**config.mk**
```make
export PLATFORM = sky130hd
export DESIGN_NAME = rpn_stack_ctrl
export DESIGN_NICKNAME = d
export VERILOG_FILES = /design/src/rtl/rpn_stack_ctrl.sv
export SDC_FILE = /design/constraint.sdc
export NUM_CORES = 1
export LEC_CHECK = 0
export ABC_AREA = 1
export BUFFER_PORTS_ARGS = -buffer_cell sky130_fd_sc_hd__buf_2
export CAP_MARGIN = 20
export CORE_MARGIN = 2
export CORE_UTILIZATION = 55
export DETAILED_ROUTE_END_ITERATION = 8
export PLACE_DENSITY = 0.9
export RECOVER_POWER = 50
export SLEW_MARGIN = 20
export SYNTH_ARGS = -nofsm -noshare
export SYNTH_HDL_FRONTEND = slang
export SYNTH_SLANG_ARGS = --single-unit
```
**constraint.sdc**
```tcl
create_clock -name clock -period 6.8 [get_ports clock]
set_input_delay 0.68 -clock clock [delete_from_list [all_inputs] [get_ports clock]]
set_output_delay 0.68 -clock clock [all_outputs]
set_load 0.02 [all_outputs]
```
**src/rtl/rpn_stack_ctrl.sv**
```systemverilog
// RPN token controller: sequences push/pop strobes to an external LIFO stack
// and evaluates two-operand operators (add, sub, and, or) on popped values.
module rpn_stack_ctrl #(
   parameter int DATA_WIDTH = 8,
   parameter int STACK_SIZE = 4
) (
   input  logic                            clock,
   input  logic                            reset,
   input  logic                            token_valid,
   input  logic                            token_is_op,
   input  logic [1:0]                      token_op,
   input  logic [DATA_WIDTH-1:0]           token_data,
   output logic                            token_ready,
   output logic                            stk_push,
   output logic                            stk_pop,
   output logic [DATA_WIDTH-1:0]           stk_write_data,
   input  logic [DATA_WIDTH-1:0]           stk_read_data,
   output logic [DATA_WIDTH-1:0]           result,
   output logic                            result_valid,
   output logic                            error,
   output logic [$clog2(STACK_SIZE+1)-1:0] depth
);

   localparam int DEPTH_W = $clog2(STACK_SIZE + 1);
   localparam logic [DEPTH_W-1:0] DEPTH_FULL = DEPTH_W'(STACK_SIZE);
   localparam logic [DEPTH_W-1:0] DEPTH_TWO  = DEPTH_W'(2);

   typedef enum logic [2:0] {
      IDLE,
      PUSH,
      POP_B,
      POP_A,
      CALC
   } state_t;

   state_t state, next_state;

   logic [DATA_WIDTH-1:0] write_data_q;
   logic [DATA_WIDTH-1:0] operand_b_q;
   logic [DATA_WIDTH-1:0] result_q;
   logic [DATA_WIDTH-1:0] calc_value;
   logic [DEPTH_W-1:0]    depth_q;
   logic [1:0]            op_q;
   logic                  from_op_q;
   logic                  error_q;
   logic                  accept_num;
   logic                  accept_op;
   logic                  reject;

   always_comb begin
      next_state  = state;
      token_ready = 1'b0;
      stk_push    = 1'b0;
      stk_pop     = 1'b0;
      accept_num  = 1'b0;
      accept_op   = 1'b0;
      reject      = 1'b0;
      case (state)
         IDLE: begin
            token_ready = 1'b1;
            if (token_valid) begin
               if (token_is_op) begin
                  if (depth_q >= DEPTH_TWO) begin
                     accept_op  = 1'b1;
                     next_state = POP_B;
                  end else begin
                     reject = 1'b1;
                  end
               end else begin
                  if (depth_q < DEPTH_FULL) begin
                     accept_num = 1'b1;
                     next_state = PUSH;
                  end else begin
                     reject = 1'b1;
                  end
               end
            end
         end
         PUSH: begin
            stk_push   = 1'b1;
            next_state = IDLE;
         end
         POP_B: begin
            stk_pop    = 1'b1;
            next_state = POP_A;
         end
         POP_A: begin
            stk_pop    = 1'b1;
            next_state = CALC;
         end
         CALC: begin
            next_state = PUSH;
         end
         default: begin
            next_state = IDLE;
         end
      endcase
   end

   // In CALC the stack's registered read port presents operand A (second pop).
   always_comb begin
      calc_value = '0;
      case (op_q)
         2'b00:   calc_value = stk_read_data + operand_b_q;
         2'b01:   calc_value = stk_read_data - operand_b_q;
         2'b10:   calc_value = stk_read_data & operand_b_q;
         default: calc_value = stk_read_data | operand_b_q;
      endcase
   end

   always_ff @(posedge clock or posedge reset) begin
      if (reset) begin
         state        <= IDLE;
         write_data_q <= '0;
         operand_b_q  <= '0;
         result_q     <= '0;
         depth_q      <= '0;
         op_q         <= '0;
         from_op_q    <= 1'b0;
         error_q      <= 1'b0;
      end else begin
         state   <= next_state;
         error_q <= reject;
         if (accept_num) begin
            write_data_q <= token_data;
            from_op_q    <= 1'b0;
         end
         if (accept_op) begin
            op_q      <= token_op;
            from_op_q <= 1'b1;
         end
         if (state == POP_A) begin
            operand_b_q <= stk_read_data;
         end
         if (state == CALC) begin
            result_q     <= calc_value;
            write_data_q <= calc_value;
         end
         if (stk_push && depth_q != DEPTH_FULL) begin
            depth_q <= depth_q + 1'b1;
         end else if (stk_pop && depth_q != '0) begin
            depth_q <= depth_q - 1'b1;
         end
      end
   end

   assign stk_write_data = write_data_q;
   assign result         = result_q;
   assign result_valid   = (state == PUSH) && from_op_q;
   assign error          = error_q;
   assign depth          = depth_q;

endmodule

```
==> summary.txt <==
STATUS
----------------------------------------------------------------------------------------
Status                                                                      finished with violations
Violated checks                                                             max-capacitance violations, max-slew violations

DETAILED ROUTING
----------------------------------------------------------------------------------------
DRC errors left                                                                        0
Detailed-route wire length per cell                                              13.3 um
Average via count per standard cell                                                 5.44
Final ANT Viol Nets                                                                    0
Number of DRC markers after the initial detailed-route iteration                     108
Drt pass-1 iters                                                                       4
Via Count                                                                           2083
Total wire length                                                                5080 um

CLOCK TREE
----------------------------------------------------------------------------------------
Clock insertion delay at the later pin of the skew report                         290 ps
Root Driver                                                                     clkbuf_8
Count of hold buffers inserted by post-cts repair                                      0
Number of levels the H-tree was split into                                             2
Clock-pin slew on the worst setup and hold paths                                   70 ps
CTS sink count                                                                        34
Total setup buffers inserted after CTS                                                 0
CTS Buffer Depth                                                                       2
Total clock buffers created by CTS                                                     5
CTS tree                                                                           built
Post-cts sizing count                                                                  0

SYNTHESIS
----------------------------------------------------------------------------------------
Number of synthesized register bits                                                   34
Total nets after synthesis                                                           319
Share of the yosys chip area belonging to registers                                39.1%
Biggest area contributors in the synthesized netlist                        dfrtp_1 39%, nand2_1 12%, inv_1 6.7%, a21oi_1 6.7%, ha_1 5.8%
Synth warn                                                                             0
Average instance area after synthesis                                          7.63 um^2
Count of distinct cell types in the synthesized netlist                               33
Largest area contributor in the synthesized netlist                              dfrtp_1
Area share of the largest cell type after synthesis                                39.1%
Combined area of all synthesized cells                                      0.00217 mm^2
Post-Syn Instances                                                                   285

STA
----------------------------------------------------------------------------------------
Worst clock skew on the final layout                                             9.19 ps
Worst relative slew slack                                                         -20.8%
Setup TNS Final                                                                     0 ps
Portion of the clock cycle consumed by the worst path in the final layout          39.9%
Shortest clock period the worst path allows after layout                         2720 ps
Setup violators final                                                                  0
Slew Limit Fails                                                                      35
Slew at the pin closest to its max-slew limit                                    1810 ps
Setup repair after global routing missed its margin                                   no
Timing-limited maximum frequency                                                 368 MHz
Hold Violations, Final                                                                 0

PLACEMENT
----------------------------------------------------------------------------------------
Number of buffers inserted by port buffering                                          45
Global placement routability congestion                                            0.854
HPWL after detailed placement                                                    3880 um
Placed Instances                                                                     375

SETUP PATH
----------------------------------------------------------------------------------------
Origin of the critical flop-to-flop path                                    operand_b_q[0]
Worst R2R Setup Slack                                                            4080 ps
Path type of the worst setup path                                             reg -> reg
Buffers & Inverters on Critical Path                                                   5
Required time of the critical path                                               7010 ps
Worst reg2reg endpoint                                                      stk_write_data[7]
Category of cells accounting for the largest share of critical-path delay   simple AND/OR/NAND/NOR gates
Arrival time worst endpoint                                                      2920 ps
Worst r2r path cells                                                                  20
Worst-path fanout max                                                                  5
Critical Path Slowest Stage Cell                                                 dfrtp_1
CP max stage delay                                                                420 ps
Type of element launching the critical path                                    flip-flop
List of cells traversed by the critical path                                inv_1 > ha_1 > inv_1 > nor3_1 > nand3_1 > nand2_1 > xor2_1 > inv_1 > ha_1 > nand2_1 > inv_1 > nand2_1 > nand2_1 > a21oi_1 > inv_1 > nand2_1 > nand3_1 > nand2_1 > nand2_1 > a21oi_1
Critical path capture point type                                               flip-flop
Most repeated library cell on the critical path                                  nand2_1

GLOBAL ROUTE
----------------------------------------------------------------------------------------
Number of global-route vias before repair                                           1920
Final global-route overflow total                                                      0
Largest net degree at the start of global routing                                     35
First-pass GRT wire length                                                       8330 um
All-layer global routing usage                                                     25.2%
Initial antenna violation count                                                        0

FLOORPLAN
----------------------------------------------------------------------------------------
Number of top-level pins                                                              46
Die width                                                                        66.9 um
Placement Rows                                                                        22
Chip Height                                                                      66.9 um
Initial core utilization                                                           58.1%
Core outline area                                                           0.00374 mm^2
Die Area                                                                    0.00447 mm^2

PWR
----------------------------------------------------------------------------------------
Total design power                                                               1.44 mW
Fraction of power consumed by sequential logic                                     26.5%
Clock Power Share                                                                  10.7%
Proportion of power drawn by combinational gates                                   62.9%
Worst voltage drop across the vdd grid                                        0.000229 V
Internal                                                                        0.706 mW
Net Sw Frac                                                                        51.1%
Power per unit of standard cell area                                         576 mW/mm^2
Leakage power figure                                                             1.36 nW
Reported net switching power                                                    0.737 mW

FINAL LAYOUT
----------------------------------------------------------------------------------------
Layout cells sized above 1                                                         19.4%
Area added between synthesis and finish                                            15.2%
Non-Filler Instances                                                                 383
Number of diodes                                                                       0
Number of fill cells                                                                 307
Net total in the final layout                                                        368

JOB
----------------------------------------------------------------------------------------
# Max-Cap Violations                                                                   1

MIN PATH
----------------------------------------------------------------------------------------
Hold Path Class                                                               reg -> reg
Hold path startpoint                                                           result[5]
Worst Hold Endpoint                                                            result[5]
WHS Path Cells                                                                         2

-- metrics by stage --
step | instance area [um^2] | hold WS (ps) | utilization (%) | worst slack, ps
after global placement | 2440 | 459 | 65.3 | 4370
after CTS | 2540 | 477 | 67.7 | 4180
after floorplan | 2170 | 453 | - | 4510
after global routing | 2500 | 508 | 66.9 | 3830
after detailed placement | 2440 | 460 | 65.3 | 4250
final | 2500 | 480 | 66.9 | 4080
-- flip-flops by register name, indices dropped and copies added (netlist names) --
name            cells
depth               3
stk_write_data      8
result              8
from_op_q           1
op_q                2
operand_b_q         8
error               1
state               3
-- synthesized netlist by cell type --
cell type / n
a21boi_0: 1
a21oi_1: 29
a21oi_2: 2
a22oi_1: 1
a31oi_1: 2
buf_2: 2
buf_4: 1
clkbuf_1: 1
dfrtp_1: 34
fa_1: 2
ha_1: 10
inv_1: 39
inv_2: 3
inv_4: 2
nand2_1: 69
nand2_2: 2
nand2_4: 1
nand3_1: 12
nand3b_1: 1
nand4_1: 1
nor2_1: 20
nor2_4: 3
nor3_1: 5
nor3_4: 2
o211ai_1: 3
o21a_1: 1
o21ai_0: 22
o21ai_2: 1
o22ai_1: 1
o31ai_1: 2
o32ai_1: 1
or2_2: 2
xor2_1: 7
-- area by class of cell --
| type | instances | area [um^2] | area share [%] |
|---|---|---|---|
| Multi-Input combinational cell | 203 | 1100 | 44.0 |
| Clock buffer | 7 | 86.3 | 3.45 |
| Clock inverter | 1 | 5.00 | 0.200 |
| Inverter | 44 | 170 | 6.80 |
| Tap cell | 48 | 60.1 | 2.40 |
| Timing Repair Buffer | 46 | 229 | 9.15 |
| Sequential cell | 34 | 851 | 34.0 |
-- worst max path at each step --
stage                   start                end  cells past startpoint
6_report       operand_b_q[0]  stk_write_data[7]                     20
5_1_grt        operand_b_q[0]  stk_write_data[7]                     20
4_1_cts        operand_b_q[0]  stk_write_data[7]                     20
3_5_place_dp   operand_b_q[0]  stk_write_data[7]                     20
3_3_place_gp   operand_b_q[0]  stk_write_data[7]                     20
2_1_floorplan  operand_b_q[0]  stk_write_data[7]                     20
-- worst reg2reg max path, cell delays in order (launching register included) --
cell and delay (ps):
dfrtp_1 420, inv_1 110, ha_1 150, inv_1 50, nor3_1 190, nand3_1 110, nand2_1 90, xor2_1 160
inv_1 70, ha_1 320, nand2_1 100, inv_1 60, nand2_1 70, nand2_1 50, a21oi_1 220, inv_1 70
nand2_1 60, nand3_1 60, nand2_1 60, nand2_1 70, a21oi_1 150
-- routing by layer --
layer / part of all wire (%) / GRT usage, % / vias to the layer above
met3: 7.5 / 5.07 / 13
met1: 43 / 30.6 / 957
met2: 47 / 42.3 / 88
li1: - / - / 1025
met4: 2.6 / 12.8 / 0
met5: 0 / 0 / -
-- cell usage in the layout, fill, tap and decap left out --
master / netlist / final
fa_1: 2 / 2
xor2_1: 7 / 7
clkbuf_8: 0 / 6
clkbuf_1: 1 / 2
a21boi_0: 1 / 1
a21oi_1: 29 / 29
nor2_1: 20 / 21
o211ai_1: 3 / 3
o21ai_0: 22 / 22
inv_4: 2 / 2
inv_2: 3 / 2
inv_1: 39 / 40
a22oi_1: 1 / 1
nor2_4: 3 / 2
nor3_4: 2 / 1
nand2_2: 2 / 1
dfrtp_1: 34 / 34
nor3_1: 5 / 6
o21a_1: 1 / 1
nand3b_1: 1 / 1
or2_2: 2 / 2
o22ai_1: 1 / 1
nand2_1: 69 / 71
o21ai_2: 1 / 1
o31ai_1: 2 / 2
ha_1: 10 / 10
clkinv_2: 0 / 1
buf_2: 2 / 45
o32ai_1: 1 / 1
a21oi_2: 2 / 2
nand3_1: 12 / 12
a31oi_1: 2 / 2
nand4_1: 1 / 1
-- power by group through the flow --
stage                     Combinational (mW)  Sequential [mW]  Clock (mW)
after floorplan                        0.626            0.437           0
after global placement                 0.855            0.384           0
after detailed placement               0.890            0.387           0
after CTS                              0.900            0.384       0.157
after global routing                    1.01            0.396       0.166
final                                  0.907            0.382       0.154
-- logic make-up after synthesis --
group,synth area share [%]
simple gates,24.6
flops,39.1
fa+ha+maj,7.60
xor+xnor,2.82
buf+inv,8.81
compound gates,17.0
(Power assumes the default switching activity.)
